$ cat src/rtl/bounce_scheduler.sv
// Frame-synchronous bounce controller: on each eligible frame tick one shared
// bounce/clamp datapath sweeps every sprite, x axis then y axis, one axis per cycle.
module bounce_scheduler #(
  parameter int N_SPR     = 4,
  parameter int CORDW     = 10,
  parameter int H_RES     = 640,
  parameter int V_RES     = 480,
  parameter int SPR_SIZE  = 200,
  parameter int SPD_INIT  = 2,
  parameter int FRAME_DIV = 1
) (
  input  logic                   clk,
  input  logic                   rst_n,
  input  logic [CORDW-1:0]       sx,
  input  logic [CORDW-1:0]       sy,
  input  logic                   pause,
  input  logic                   cfg_we,
  input  logic [2:0]             cfg_idx,
  input  logic [CORDW-1:0]       cfg_x,
  input  logic [CORDW-1:0]       cfg_y,
  input  logic [CORDW-1:0]       cfg_spd,
  output logic [N_SPR*CORDW-1:0] pos_x,
  output logic [N_SPR*CORDW-1:0] pos_y,
  output logic                   busy,
  output logic                   upd_done,
  output logic                   overrun
);

  localparam int IW = (N_SPR > 1) ? $clog2(N_SPR) : 1;
  localparam int DW = (FRAME_DIV > 1) ? $clog2(FRAME_DIV) : 1;
  localparam int SW = CORDW + 2;

  typedef enum logic [1:0] {IDLE, UPD_X, UPD_Y, DONE} state_t;

  state_t         state, state_n;
  logic [IW-1:0]  idx, idx_n;
  logic [DW-1:0]  div;
  logic           frame_q;
  logic           eligible;

  logic [CORDW-1:0] px  [N_SPR];
  logic [CORDW-1:0] py  [N_SPR];
  logic [CORDW-1:0] spd [N_SPR];
  logic [N_SPR-1:0] dx, dy;

  logic             cfg_ok;
  logic [IW-1:0]    cfg_sel;
  logic             cfg_hit;

  logic [CORDW-1:0] cur_p, cur_s, new_p;
  logic             cur_d, new_d;
  logic [SW-1:0]    lim, reach;

  assign eligible = frame_q && (div == '0);
  assign busy     = (state != IDLE);
  assign upd_done = (state == DONE);

  assign cfg_ok  = cfg_we && (int'(cfg_idx) < N_SPR);
  assign cfg_sel = cfg_idx[IW-1:0];
  assign cfg_hit = cfg_ok && (cfg_sel == idx);

  always_ff @(posedge clk) begin
    if (!rst_n) begin
      frame_q <= 1'b0;
      div     <= '0;
      overrun <= 1'b0;
    end else begin
      frame_q <= (sy == CORDW'(V_RES)) && (sx == '0);
      if (frame_q)
        div <= (div == DW'(FRAME_DIV - 1)) ? '0 : div + 1'b1;
      if (eligible && busy)
        overrun <= 1'b1;
    end
  end

  always_ff @(posedge clk) begin
    if (!rst_n) begin
      state <= IDLE;
      idx   <= '0;
    end else begin
      state <= state_n;
      idx   <= idx_n;
    end
  end

  always_comb begin
    state_n = state;
    idx_n   = idx;
    case (state)
      IDLE: begin
        if (eligible && !pause) begin
          state_n = UPD_X;
          idx_n   = '0;
        end
      end
      UPD_X: state_n = UPD_Y;
      UPD_Y: begin
        if (idx == IW'(N_SPR - 1)) begin
          state_n = DONE;
        end else begin
          idx_n   = idx + 1'b1;
          state_n = UPD_X;
        end
      end
      DONE:    state_n = IDLE;
      default: state_n = IDLE;
    endcase
  end

  // Shared datapath: selects the axis owned by the current state and applies bounce/clamp.
  always_comb begin
    cur_p = (state == UPD_Y) ? py[idx] : px[idx];
    cur_d = (state == UPD_Y) ? dy[idx] : dx[idx];
    cur_s = spd[idx];
    lim   = (state == UPD_Y) ? SW'(V_RES) : SW'(H_RES);
    reach = SW'(cur_p) + SW'(SPR_SIZE) + SW'(cur_s);
    new_p = cur_p;
    new_d = cur_d;
    if (!cur_d) begin
      if (reach >= lim - SW'(1)) begin
        new_p = CORDW'(lim - SW'(SPR_SIZE) - SW'(1));
        new_d = 1'b1;
      end else begin
        new_p = cur_p + cur_s;
      end
    end else begin
      if (cur_p < cur_s) begin
        new_p = '0;
        new_d = 1'b0;
      end else begin
        new_p = cur_p - cur_s;
      end
    end
  end

  // A config write to the sprite being committed overrides that axis for this sweep.
  always_ff @(posedge clk) begin
    if (!rst_n) begin
      for (int k = 0; k < N_SPR; k++) begin
        px[k]  <= '0;
        py[k]  <= '0;
        spd[k] <= CORDW'(SPD_INIT);
      end
      dx <= '0;
      dy <= '0;
    end else begin
      if (state == UPD_X && !cfg_hit) begin
        px[idx] <= new_p;
        dx[idx] <= new_d;
      end
      if (state == UPD_Y && !cfg_hit) begin
        py[idx] <= new_p;
        dy[idx] <= new_d;
      end
      if (cfg_ok) begin
        px[cfg_sel]  <= cfg_x;
        py[cfg_sel]  <= cfg_y;
        spd[cfg_sel] <= cfg_spd;
      end
    end
  end

  always_comb begin
    pos_x = '0;
    pos_y = '0;
    for (int k = 0; k < N_SPR; k++) begin
      pos_x[k*CORDW +: CORDW] = px[k];
      pos_y[k*CORDW +: CORDW] = py[k];
    end
  end

endmodule

$ cat config.mk
export PLATFORM = sky130hd
export DESIGN_NAME = bounce_scheduler
export DESIGN_NICKNAME = d
export VERILOG_FILES = /design/src/rtl/bounce_scheduler.sv
export SDC_FILE = /design/constraint.sdc
export NUM_CORES = 1
export LEC_CHECK = 0
export BUFFER_PORTS_ARGS = -buffer_cell sky130_fd_sc_hd__buf_2
export CORE_UTILIZATION = 53
export CTS_BUF_LIST = sky130_fd_sc_hd__clkbuf_8
export CTS_CLUSTER_DIAMETER = 120
export DETAILED_ROUTE_END_ITERATION = 8
export PLACE_DENSITY = 0.79
export SLEW_MARGIN = 20
export SYNTH_ARGS = -nofsm -noshare
export SYNTH_HDL_FRONTEND = slang
export SYNTH_SLANG_ARGS = --single-unit
$ cat constraint.sdc
create_clock -name clk -period 5.6 [get_ports clk]
set_input_delay 0.28 -clock clk [delete_from_list [all_inputs] [get_ports clk]]
set_output_delay 0.28 -clock clk [all_outputs]
set_load 0.05 [all_outputs]
==> results of run 1 <==
cell families (layout without fill, tap and decap cells):
family	after synthesis	after routing	synth area share [%]
compound gates	167	168	16.1
mux	36	36	9.30
simple gates	261	261	15.6
flops	136	136	46.4
xor+xnor	12	12	1.24
buf+inv	76	227	3.78
fa+ha+maj	47	47	7.58
registers in the layout, summed over array words and instances, names as in the netlist, named ones only:
register  cells
overrun       1
dx            4
idx           2
dy            4
py           40
spd          40
frame_q       1
state         2
px           40
power by group:
part	internal [µW]	switching, µW	total, µW
clock	407	426	833
combinational	209	434	643
sequential	1150	24.5	1170
stage by stage:
stage | cell area [µm²] | hold slack (ns) | utilization, %
detailed placement | 9390 | 0.472 | 61.1
finish | 9870 | 0.0605 | 64.2
global placement | 9390 | 0.466 | 61.1
global route | 9870 | 0.0602 | 64.2
CTS | 9790 | 0.0548 | 63.7
floorplan | 8450 | 0.428 | -
synthesized netlist by cell type, drive strengths merged (6+ instances only):
cell | count | area share (%)
a21o | 6 | 0.53
buf | 10 | 0.81
nor3b | 7 | 0.68
nor2b | 13 | 0.96
ha | 40 | 5.9
a31oi | 6 | 0.52
and3 | 17 | 1.3
nand2b | 9 | 0.67
inv | 36 | 1.6
edfxtp | 120 | 43
nor3 | 10 | 0.59
mux4 | 34 | 9.1
xnor2 | 9 | 0.93
a22o | 56 | 5.8
nand2 | 98 | 4.4
nor2 | 31 | 1.4
fa | 7 | 1.7
dfxtp | 16 | 3.8
a21boi | 10 | 0.93
a21oi | 16 | 1.1
and2 | 39 | 2.9
nand3 | 20 | 1.2
clkbuf | 30 | 1.3
o21ai | 35 | 2.1
final cells by class:
type	instances	share of cell area, %
Clock inverter	15	1.72
Multi-Input combinational cell	524	43.3
Timing Repair Buffer	159	8.72
Clock buffer	17	2.37
Tap cell	211	2.67
Sequential cell	136	39.8
Inverter	36	1.39
worst paths after layout:
kind	endpoint	slack (ns)	depth (start not counted)
max	px[1][5]	0.26	22
min reg2reg	dy[2]	0.49	2
max reg2reg	px[1][5]	0.26	22
min	frame_q	0.06	4
layout by cell type (no fill, tap or decap), types with 16 or more instances in the layout:
cell and count:
o21ai_1 25, nand2_1 96, nor2_1 31, nand3_1 20
a22o_1 55, edfxtp_1 120, ha_1 40, buf_2 139
mux4_2 34, and2_1 36, and3_1 16, inv_1 36
buf_4 17, clkbuf_8 17
worst max-delay path, stage by stage, from the launching register on:
cell and delay, ns:
dfxtp_4 0.41, buf_6 0.16, mux4_2 0.51, nand2_1 0.13
and2_4 0.17, inv_1 0.06, ha_1 0.24, ha_1 0.23
fa_1 0.42, a21o_1 0.21, nand3_1 0.08, nand2_1 0.09
o41ai_4 0.25, xnor2_1 0.16, ha_1 0.27, a211oi_1 0.20
nand2_1 0.08, a211o_1 0.30, a31oi_4 0.24, o211ai_4 0.17
nand2b_1 0.21, a22o_4 0.28, a22o_1 0.23
routing by layer:
metal / share of wire, % / vias up / track usage (%)
li1: - / 3038 / -
met1: 37 / 3280 / 39.5
met2: 49 / 524 / 50.5
met3: 11 / 68 / 6.09
met4: 3.0 / 0 / 14.1
met5: 0 / - / 0
what timing repair did:
action / CTS / global route
setup endpoints to repair: 0 / 66
resized for setup: 0 / 15
setup buffers: 0 / 1
==> run metrics, run 1 <==
DR WL/cell=22.6 µm; DRC viols=0; Die ar.=16400 µm²; syn_area_per_cell=11.5 µm²; hold_buf cts=0; clk_skew=0.0144 ns; largest net degree at the start of global routing=45; Via density=6.29; Area Overhead vs Synth=16.9%; Pwr Density=268 nW/µm²; ys flop type=edfxtp_1; vias in the first global route=6659; status=completed; die height=128 µm; fmax=187 MHz; io pins=140; overall die width=128 µm; Slew Viols, Final=0; setup ws final=0.257 ns; DR vias=6910; FP Rows=45; RePlAce Congestion=0.931; cells after synthesis=735; Inst Count DP=1064; Max FO, Critical Path=8; fillers=1180; layout net count=978; fin cells=1098; critical path class=reg2reg; type of the worst min-delay path=in2reg; depth of the CTS H-tree=4; CTS clk-pin slew, worst paths=0.08 ns; Worst-Margin Slew=1.00 ns; fin crit period=5.34 ns; CP endpoint kind=flop; YS warnings=0; share of post-route cells with drive strength above 1=29.0%; GRT Total Usage=30.8%; final hold violations=0; crit path DAT=5.55 ns; total wire length=24800 µm; Yosys reg bits=136; Startpoint Class=flop; number of synthesized flops with an enable pin=120; core area=15400 µm²; Routed Antenna Nets=0; Max IR drop VDD=0.183 mV; Seq/Total Area, Yosys=46.4%; fin crit share=95.4%; Post-Synthesis Net Count=839; Cell variety after synth=70; Final HPWL DP=17800 µm; max_slew headroom=33.3%; Clock Sinks=136; FF/Latch Area=3930 µm²; setup_tns=0 ns; antenna diode count=0; Clock Latency Late Sink=0.46 ns; global route overflow=0; number of antenna violations at the first check in global routing=0; Detailed Route Iter0 Violations=812; first drt pass iteration count=6; footprint of the multi-input gates=4280 µm²; Mapped Area=8450 µm²; initial core utilization=55.0%; Bufs on Longest Clock Path=2; clock root cell=clkbuf_8; hold wc startpoint=sx[4]; number of buffers created by CTS=17; endpoints failing setup=0; maxcap violations=0; asr flop ratio synth=0%; port buffer count=139; TritonCTS clock tree=done; LEAKAGE=0.00401 µW; Worst Setup Slack post-DPL=0.127 ns; WP data required=5.81 ns; global-route wire length before repair=37000 µm; Tot Pwr=2650 µW
Note: power is estimated with default switching activity, not from simulation.
==> run 2: changes to the inputs <==
- HOLD_SLACK_MARGIN: not set -> 0.12
==> run 2 against run 1 <==
Clock-buffer cell count is the same; utilization grew 0.33 points; via count grew 1.3%; non-clock buffer count grew 5; clock skew shrank 0.0031 ns; first-iteration DRC count shrank 1.1%; sequential share of layout area shrank 0.20 points; clock power is essentially flat; largest cell class unchanged; highest routed layer unchanged.
==> run metrics, run 2 (synthesis gave the netlist of run 1 again) <==
status=completed (unchanged); crit path DAT=5.55 ns (about the same); LEAKAGE=0.00403 µW (was 0.00401 µW); CP endpoint kind=flop (unchanged); antenna diode count=0 (unchanged); layout net count=983 (was 978); Worst-Margin Slew=0.995 ns (was 1.00 ns); Max IR drop VDD=0.184 mV (was 0.183 mV); io pins=140 (unchanged); port buffer count=139 (unchanged); die height=128 µm (unchanged); largest registers=px: 40 flops, py: 40 flops, spd: 40 flops (unchanged); Worst Setup Slack post-DPL=0.127 ns (unchanged); clk_skew=0.0113 ns (was 0.0144 ns); DR vias=6999 (was 6910); fmax=187 MHz (about the same); DRC viols=0 (unchanged); core area=15400 µm² (unchanged); max_slew headroom=33.7% (was 33.3%); clock root cell=clkbuf_8 (unchanged); WP data required=5.81 ns (about the same); final hold violations=0 (unchanged); global-route wire length before repair=37100 µm (was 37000 µm); Pwr Density=267 nW/µm² (was 268 nW/µm²); Area Overhead vs Synth=17.5% (was 16.9%); Min Hold Slack=0.135 ns (was 0.0605 ns); number of antenna violations at the first check in global routing=0 (unchanged); Die ar.=16400 µm² (unchanged); DP Area=9390 µm² (unchanged); Max FO, Critical Path=8 (unchanged); RePlAce Congestion=0.931 (unchanged); number of buffers created by CTS=17 (unchanged); total wire length=25000 µm (was 24800 µm); most frequent cells in the layout=buf_2, edfxtp_1, nand2_1 (unchanged); Routed Antenna Nets=0 (unchanged); depth of the CTS H-tree=4 (unchanged); critical path class=reg2reg (unchanged); Clock Latency Late Sink=0.46 ns (about the same); Clock Sinks=136 (unchanged); endpoints failing setup=0 (unchanged); maxcap violations=0 (unchanged); GRT Total Usage=30.9% (was 30.8%); largest net degree at the start of global routing=45 (unchanged); Slowest-stage cell, CP=mux4_2 (unchanged); commonest non-fill, non-tap cell in the layout=buf_2 (unchanged); Startpoint Class=flop (unchanged); Via density=6.35 (was 6.29); first drt pass iteration count=5 (was 6); setup ws final=0.258 ns (was 0.257 ns); initial core utilization=55.0% (unchanged); vias in the first global route=6703 (was 6659); global route overflow=0 (unchanged); fin crit period=5.34 ns (about the same); share of post-route cells with drive strength above 1=28.8% (was 29.0%); type of the worst min-delay path=in2reg (unchanged); FP Rows=45 (unchanged); Final Cell Area=9920 µm² (was 9870 µm²); CTS clk-pin slew, worst paths=0.09 ns (was 0.08 ns); Detailed Route Iter0 Violations=803 (was 812); worst-path cell chain=buf_6 > mux4_2 > nand2_1 > and2_4 > inv_1 > ha_1 > ha_1 > fa_1 > a21o_1 > nand3_1 > nand2_1 > o41ai_4 > xnor2_1 > ha_1 > a211oi_1 > nand2_1 > a211o_1 > a31oi_4 > o211ai_4 > nand2b_1 > a22o_4 > a22o_1 (unchanged); fin crit share=95.4% (about the same); DR WL/cell=22.7 µm (was 22.6 µm); overall die width=128 µm (unchanged); Bufs on Longest Clock Path=2 (unchanged); Slew Viols, Final=0 (unchanged); Crit path largest cell delay=0.51 ns (about the same); Final HPWL DP=17800 µm (unchanged); TritonCTS clock tree=done (unchanged)
-- run 2: cell types whose count changed in the layout (fill, tap and decap cells not counted) --
| cell | before | now |
|---|---|---|
| dlygate4sd3_1 | 0 | 5 |
-- run 2: worst paths after layout --
path         slack [ns]         to        from  cells past startpoint
max                0.26   px[1][5]        flop                     22
min                0.14  spd[2][7]  cfg_spd[7]                      2
max reg2reg        0.26   px[1][5]        flop                     22
min reg2reg        0.48      dy[2]       dy[2]                      2
-- run 2: cell type report --
class,count,area (µm²)
Clock inverter,15,170
Timing Repair Buffer,164,911
Fill cell,1175,5450
Multi-Input combinational cell,524,4280
Tap cell,211,264
Inverter,36,138
Sequential cell,136,3930
Clock buffer,17,234
-- run 2: per-stage QoR --
step | total power (µW) | instances | setup TNS (ns) | utilization (%)
4_1_cts | 2610 | 1101 | 0 | 64.0
2_1_floorplan | 1610 | 735 | 0 | -
6_report | 2650 | 1103 | 0 | 64.6
5_1_grt | 2730 | 1103 | -0.000517 | 64.6
3_3_place_gp | 1790 | 1064 | 0 | 61.1
3_5_place_dp | 1800 | 1064 | 0 | 61.1
-- run 2: per-layer routing --
layer | global-route usage (%) | vias to the layer above | share of wire (%)
li1 | - | 3052 | -
met1 | 39.5 | 3346 | 37
met2 | 50.8 | 522 | 49
met3 | 6.09 | 79 | 11
met4 | 14.1 | 0 | 3.2
met5 | 0 | - | 0
-- run 2: power by group --
part           switching [µW]  internal [µW]
Clock                     427            407
Combinational             435            211
Sequential               24.6           1150
-- run 2: repair_timing --
action | in CTS | in global routing
endpoints found under the setup margin | 0 | 66
gates resized for setup | 0 | 15
hold buffers | 5 | 0
hold endpoints to repair | 2 | 0
buffers inserted | 0 | 1
-- run 2: worst max-delay path, delay by kind of cell, from the launching register on --
family / cells / cell delay [ns]
and+or+nand+nor: 6 / 0.75
adders and majority gates: 4 / 1.16
AOI/OAI and AO/OA: 8 / 1.89
muxes: 1 / 0.51
DFF: 1 / 0.41
xor gates and xnor gates: 1 / 0.16
buffers and inverters: 2 / 0.22
